==> src/rtl/alu_result_sel_pipe_if.sv <==
// Handshake bundle between the ALU function units, the result selector and
// the execute/writeback stage.
interface alu_result_sel_pipe_if #(
  parameter int N    = 4,
  parameter int CH   = 7,
  parameter int ERRW = 8
);
  localparam int SELW = $clog2(CH);

  logic              in_valid;
  logic              in_ready;
  logic [CH*N-1:0]   results;
  logic [SELW-1:0]   selec_alu;
  logic              out_valid;
  logic              out_ready;
  logic [N-1:0]      result;
  logic              flag_z;
  logic              flag_n;
  logic              sel_err;
  logic [ERRW-1:0]   err_count;

  modport master (
    output in_valid, results, selec_alu, out_ready,
    input  in_ready, out_valid, result, flag_z, flag_n, sel_err, err_count
  );

  modport slave (
    input  in_valid, results, selec_alu, out_ready,
    output in_ready, out_valid, result, flag_z, flag_n, sel_err, err_count
  );
endinterface

==> src/rtl/alu_result_sel_pipe.sv <==
// Registered ALU result selector: picks one of CH channel results, derives
// zero/negative flags, flags illegal selects and counts them (saturating).
module alu_result_sel_pipe #(
  parameter int N    = 4,
  parameter int CH   = 7,
  parameter int ERRW = 8
) (
  input  logic                clk,
  input  logic                reset,
  alu_result_sel_pipe_if.slave bus
);
  localparam int SELW = $clog2(CH);

  logic            out_valid_q;
  logic [N-1:0]    result_q;
  logic            flag_z_q;
  logic            flag_n_q;
  logic            sel_err_q;
  logic [ERRW-1:0] err_q;

  logic            accept;
  logic            legal;
  logic [N-1:0]    pick;

  assign bus.in_ready = !out_valid_q || bus.out_ready;
  assign accept       = bus.in_valid && bus.in_ready;
  assign legal        = (32'(bus.selec_alu) < 32'(CH));

  // Only legal codes match a channel, so illegal selects fall through to zero.
  always_comb begin
    pick = '0;
    for (int unsigned k = 0; k < CH; k++) begin
      if (bus.selec_alu == SELW'(k)) pick = bus.results[k*N +: N];
    end
  end

  always_ff @(posedge clk) begin
    if (reset) begin
      out_valid_q <= 1'b0;
      result_q    <= '0;
      flag_z_q    <= 1'b0;
      flag_n_q    <= 1'b0;
      sel_err_q   <= 1'b0;
      err_q       <= '0;
    end else if (accept) begin
      out_valid_q <= 1'b1;
      result_q    <= pick;
      flag_z_q    <= (pick == '0);
      flag_n_q    <= pick[N-1];
      sel_err_q   <= !legal;
      if (!legal && (err_q != '1)) err_q <= err_q + 1'b1;
    end else if (bus.out_ready) begin
      out_valid_q <= 1'b0;
    end
  end

  assign bus.out_valid = out_valid_q;
  assign bus.result    = result_q;
  assign bus.flag_z    = flag_z_q;
  assign bus.flag_n    = flag_n_q;
  assign bus.sel_err   = sel_err_q;
  assign bus.err_count = err_q;
endmodule

==> src/flat_wrapper.sv <==
// flat-port wrapper written by rule: the top's interface ports become plain ports
module alu_result_sel_pipe_flat 
#(
  parameter int N    = 4,
  parameter int CH   = 7,
  parameter int ERRW = 8
)
  (clk, reset, bus_in_valid, bus_results, bus_selec_alu, bus_out_ready, bus_in_ready, bus_out_valid, bus_result, bus_flag_z, bus_flag_n, bus_sel_err, bus_err_count);
  alu_result_sel_pipe_if #(.N(N), .CH(CH), .ERRW(ERRW)) bus_i ();
  input  logic clk;
  input  logic reset;
  input wire logic [$bits(bus_i.in_valid)-1:0] bus_in_valid;
  input wire logic [$bits(bus_i.results)-1:0] bus_results;
  input wire logic [$bits(bus_i.selec_alu)-1:0] bus_selec_alu;
  input wire logic [$bits(bus_i.out_ready)-1:0] bus_out_ready;
  output wire logic [$bits(bus_i.in_ready)-1:0] bus_in_ready;
  output wire logic [$bits(bus_i.out_valid)-1:0] bus_out_valid;
  output wire logic [$bits(bus_i.result)-1:0] bus_result;
  output wire logic [$bits(bus_i.flag_z)-1:0] bus_flag_z;
  output wire logic [$bits(bus_i.flag_n)-1:0] bus_flag_n;
  output wire logic [$bits(bus_i.sel_err)-1:0] bus_sel_err;
  output wire logic [$bits(bus_i.err_count)-1:0] bus_err_count;
  assign bus_i.in_valid = bus_in_valid;
  assign bus_i.results = bus_results;
  assign bus_i.selec_alu = bus_selec_alu;
  assign bus_i.out_ready = bus_out_ready;
  assign bus_in_ready = bus_i.in_ready;
  assign bus_out_valid = bus_i.out_valid;
  assign bus_result = bus_i.result;
  assign bus_flag_z = bus_i.flag_z;
  assign bus_flag_n = bus_i.flag_n;
  assign bus_sel_err = bus_i.sel_err;
  assign bus_err_count = bus_i.err_count;
  alu_result_sel_pipe #(.N(N), .CH(CH), .ERRW(ERRW)) u_core (.clk(clk), .reset(reset), .bus(bus_i));
endmodule
==> config.mk <==
export PLATFORM = sky130hd
export DESIGN_NAME = alu_result_sel_pipe_flat
export DESIGN_NICKNAME = d
export VERILOG_FILES = /design/src/rtl/alu_result_sel_pipe_if.sv /design/src/rtl/alu_result_sel_pipe.sv /design/src/flat_wrapper.sv
export SDC_FILE = /design/constraint.sdc
export NUM_CORES = 1
export LEC_CHECK = 0
export CORE_MARGIN = 3
export CORE_UTILIZATION = 42
export DETAILED_ROUTE_END_ITERATION = 10
export GPL_TIMING_DRIVEN = 1
export PLACE_DENSITY = 0.85
export SYNTH_ARGS = -nofsm -noshare
export SYNTH_HDL_FRONTEND = slang
export SYNTH_SLANG_ARGS = --single-unit
==> constraint.sdc <==
create_clock -name clk -period 3 [get_ports clk]
set_clock_uncertainty 0.05 [all_clocks]
set_input_delay 0.45 -clock clk [delete_from_list [all_inputs] [get_ports clk]]
set_output_delay 0.45 -clock clk [all_outputs]
set_load 0.05 [all_outputs]
# After elaboration in Yosys (flattened, before gate mapping)
# Index checks and enable logic that the tools add are counted.
# classes
shift	0
n_eq_ne	7
bitwise	0
div_mod_pow	0
n_lt_le_gt_ge	1
multipliers	0
n_reduce_logical	9
mux	9
n_addsub	1
# op_table
operator	count
$mux 4	7
$eq 3x3->1 const B	3
$add 8x1->8 const B	1
$ne 8x8->1 const B	1
$eq 3x2->1 const B	2
$logic_not 4->1	1
$eq 3x1->1 const B	1
$logic_not 3->1	1
$lt 3x3->1 const B	1
$logic_and 1x1->1	2
$logic_not 1->1	2
$mux 1	2
$reduce_and 2->1	1
$reduce_bool 2->1	1
$logic_or 1x1->1	1
# totals
latch_bits	0
romBits	0
reg_bits	16
ram_bits	0
wordCells	33
output_inout_bits	17
in_bits	35
memories	0

# Depth between registers and ports, before layout
# depth
depth_word	9
mapped_depth	7
mapped_depth_nobuf	6

# Worst setup path after synthesis
# OpenSTA, ideal clock, no wires.
# synth_timing
path_type	register -> register
from	register u_core.out_valid_q (netlist: u_core.bus.out_valid)
to	register u_core.err_q[6] (netlist: u_core.bus.err_count[6])
n_path_buf	1
t_required_ns	2.822
arrival_ns	1.655
path_stages_with_launch	7
slack_ns	1.168
period_less_slack_ns	1.832
setup_ns	0.128
cell_sequence	dfxtp_1 nand2b_1 buf_2 nand4_4 nor4_1 xnor2_1 nor2_1
# synth_between
elab_chain_len	4
# synth_rtl
item	line	text
from (decl)	alu_result_sel_pipe.sv:14	logic out_valid_q;
from (signal assigned)	alu_result_sel_pipe.sv:39	out_valid_q <= 1'b0;
from (signal assigned)	alu_result_sel_pipe.sv:46	out_valid_q <= 1'b1;
from (signal assigned)	alu_result_sel_pipe.sv:53	out_valid_q <= 1'b0;
$logic_not 1->1	alu_result_sel_pipe.sv:25	assign bus.in_ready = !out_valid_q || bus.out_ready;
$logic_or 1x1->1	alu_result_sel_pipe.sv:25	
net bus_in_ready	flat_wrapper.sv:16	output wire logic [$bits(bus_i.in_ready)-1:0] bus_in_ready;
$logic_and 1x1->1	alu_result_sel_pipe.sv:26	assign accept = bus.in_valid && bus.in_ready;
$reduce_and 2->1 (no source line)	--	
to (signal assigned)	alu_result_sel_pipe.sv:51	if (!legal && (err_q != '1)) err_q <= err_q + 1'b1;
to (decl)	alu_result_sel_pipe.sv:19	logic [ERRW-1:0] err_q;
# The timed path passes the listed nets, and every way through them passes these cells.
# A chain may end at the register's enable or synchronous reset.

# Worst setup path after layout
# layout_timing
from	input port bus_out_ready
to	output port bus_in_ready
# layout_between
elab_chain_len	1
# layout_rtl
item	line	text
from (decl)	flat_wrapper.sv:15	input wire logic [$bits(bus_i.out_ready)-1:0] bus_out_ready;
$logic_or 1x1->1	alu_result_sel_pipe.sv:25	
to (decl)	flat_wrapper.sv:16	
# Every way passes these cells.

==> reports/results.txt <==
Wire length per cell - 14.1 µm
Num ports - 52
Routed vias - 1018
Vias/cell - 5.33
Die X - 54.2 µm
Setup TNS - 0 ps
Relative slew slack - 0.623
# resized after CTS - 0
CP Cell Sequence - clkdlybuf4s50_1 > nand2b_1 > clkdlybuf4s50_1
Crit start category - input port
Max Cap Violations - 0
Total track usage - 0.203
Fin crit period - 2580 ps
LEAKAGE - 0.542 nW
Worst path top cell family by delay - buffers and inverters
Slowest CP cell - clkdlybuf4s50_1
Commonest non-fill, non-tap cell in the layout - clkdlybuf4s50_1
Met2 WL - 1.39 mm
Row count - 16
CTS tree - yes
RSZ-0062 raised after global routing - false
Setup violators final - 0
Final period util - 0.861
Share of layout cells above drive strength 1 - 0.0732
P per Cell Area - 319 nW/µm²
Status - completed
Nature of the critical path endpoint - primary output
Cell count after synthesis - 115
Ys Warns - 0
Max Slew Vio Count - 0
Cell mode on critical path - clkdlybuf4s50_1
Final Hold Fails - 0
Library cells used by synthesis - 42
Ant diodes - 0
Fin worst setup slack - 417 ps
Post-Syn Area - 977 µm²
Setup CP Type - input port to primary output
Inserted Clock Buffers - 3
Post-CTS Setup Bufs - 0
TritonCTS Sinks - 15
Initial DRT Pass Iterations - 4
Critical path's largest stage delay - 870 ps
Worst IR drop on VDD - 0.000290 V
Die area - 2940 µm²
Area grow syn2layout - 52.8%
Slew @ Worst Pin - 564 ps
Dpl ws - 426 ps
Post-Synthesis Net Count - 151
M1 wire length - 1.06 mm
Cts hold-fix bufs - 0
Chip height - 54.2 µm
Worst-Skew Late Latency - 290 ps
Core Region - 2080 µm²
H-tree depth - 1
Synth Register Bits - 15
Met3 Routed Length - 189 µm
Highest clock rate - 0.387 GHz
Initial antenna violation count - 0
Syn_area_per_cell - 8.50 µm²
Placer Congestion - 0.742
Number of global-route vias before repair - 1000
WL final - 2.69 mm
Sequential share of the synthesized area - 0.307
CP bufs+invs - 2
Worst hold path type - flip-flop to flip-flop
Crit Path Max Fanout - 8
Grt total ovfl - 0
Number of port buffers - 51
Post-route DRC - 0
First-pass GRT wire length - 4.29 mm
Required time worst endpoint - 2500 ps
Max Root-Sink Buffers - 2
Initial Utilization - 0.469
Clock transition at path regs - 90 ps
CP arrival - 2080 ps
Final Util - 0.717
DR top layer - met4
Clk root buf - clkbuf_4
Dpl hpwl - 2.18 mm
Detail Route Antenna Nets - 0
Nets@finish - 201
Largest net degree at the start of global routing - 17
DR iter-0 viols - 30
Most frequent cells in the layout - 51 x clkdlybuf4s50_1, 15 x dfxtp_1, 14 x nor2_1
## where the power goes
group	total [mW]	internal (mW)	switching (mW)
Clock	0.117	0.0496	0.0677
Sequential	0.209	0.205	0.00407
Combinational	0.150	0.0768	0.0728
Total	0.476	0.332	0.145
## layer usage
layer  vias up  GRT usage
met5         -          0
met4         0     0.0788
met3         8     0.0654
met2        36      0.367
met1       461      0.215
li1        513          -
## sequential cells by signal, indices dropped and copies added (netlist names)
| register | flops |
|---|---|
| u_core.bus.flag_n | 1 |
| u_core.bus.out_valid | 1 |
| u_core.bus.err_count | 8 |
| u_core.bus.result | 3 |
| u_core.bus.flag_z | 1 |
| u_core.bus.sel_err | 1 |
## layout make-up
class,count,area [µm²]
Inverter,3,11.3
Multi-Input combinational cell,90,602
Timing Repair Buffer,52,518
Clock inverter,1,5.00
Fill cell,181,589
Tap cell,27,33.8
Clock buffer,3,22.5
Sequential cell,15,300
## through the flow
step | power [mW] | std cells | hold slack, ps | cell area, µm²
after floorplan | 0.299 | 115 | 469 | 977
after global placement | 0.360 | 187 | 395 | 1470
after detailed placement | 0.364 | 187 | 399 | 1470
after CTS | 0.481 | 191 | 412 | 1490
after global routing | 0.499 | 191 | 427 | 1490
final | 0.476 | 191 | 413 | 1490
## worst min-delay path, stage by stage, from the launching register on
cell and delay [ps]:
dfxtp_1 320, nand2_1 50, a21oi_1 50
## synthesized netlist by cell type
| cell type | n | area share |
|---|---|---|
| nor3_1 | 2 | 0.010 |
| and2_4 | 1 | 0.0090 |
| a22oi_1 | 1 | 0.0077 |
| o221ai_1 | 1 | 0.0090 |
| xnor2_1 | 6 | 0.054 |
| nor4b_2 | 1 | 0.015 |
| inv_2 | 1 | 0.0038 |
| inv_1 | 2 | 0.0077 |
| and3b_1 | 1 | 0.0090 |
| nand4_1 | 2 | 0.013 |
| nor4_1 | 2 | 0.013 |
| and2b_1 | 3 | 0.023 |
| a32oi_1 | 2 | 0.018 |
| nor2_1 | 14 | 0.054 |
| mux2_2 | 1 | 0.012 |
| or3_1 | 1 | 0.0064 |
| a22o_1 | 2 | 0.018 |
| nor3b_1 | 1 | 0.0077 |
| and2_1 | 1 | 0.0064 |
| mux2_4 | 1 | 0.015 |
| nand2b_1 | 2 | 0.013 |
| o21ai_1 | 1 | 0.0051 |
| buf_4 | 1 | 0.0077 |
| clkbuf_1 | 1 | 0.0038 |
| nand3b_1 | 1 | 0.0077 |
| nand3_1 | 5 | 0.026 |
| mux2i_1 | 8 | 0.082 |
| buf_2 | 1 | 0.0051 |
| o31ai_2 | 1 | 0.013 |
| a31oi_1 | 2 | 0.013 |
| nand4_4 | 1 | 0.022 |
| ha_1 | 1 | 0.013 |
| clkbuf_2 | 1 | 0.0051 |
| a221oi_1 | 2 | 0.018 |
| nor2b_1 | 1 | 0.0064 |
| buf_6 | 2 | 0.023 |
| dfxtp_1 | 15 | 0.31 |
| nand2_1 | 12 | 0.046 |
| o21ai_0 | 2 | 0.010 |
| o22ai_1 | 1 | 0.0064 |
| a21oi_1 | 7 | 0.036 |
| buf_12 | 1 | 0.020 |
## worst paths after layout
check | slack (ps) | startpoint | end | depth (start not counted)
hold / removal | 410 | u_core.bus.result[1] | u_core.bus.result[1] | 2
hold reg to reg | 410 | u_core.bus.result[1] | u_core.bus.result[1] | 2
setup reg to reg | 1370 | u_core.bus.out_valid | u_core.bus.err_count[7] | 5
setup / recovery | 420 | bus_out_ready | bus_in_ready | 3
## cells by family (layout without fill, tap and decap cells)
family	count (synthesis)	in the layout	share of synthesized area
buffers and inverters	10	59	0.0768
adder cells (fa/ha/maj)	1	1	0.0128
XOR/XNOR	6	6	0.0538
AO/OA/AOI/OAI	22	22	0.154
AND/OR/NAND/NOR	51	51	0.287
flip-flops	15	15	0.307
multiplexers	10	10	0.109
No activity file was read; power rests on OpenSTA's default activity.
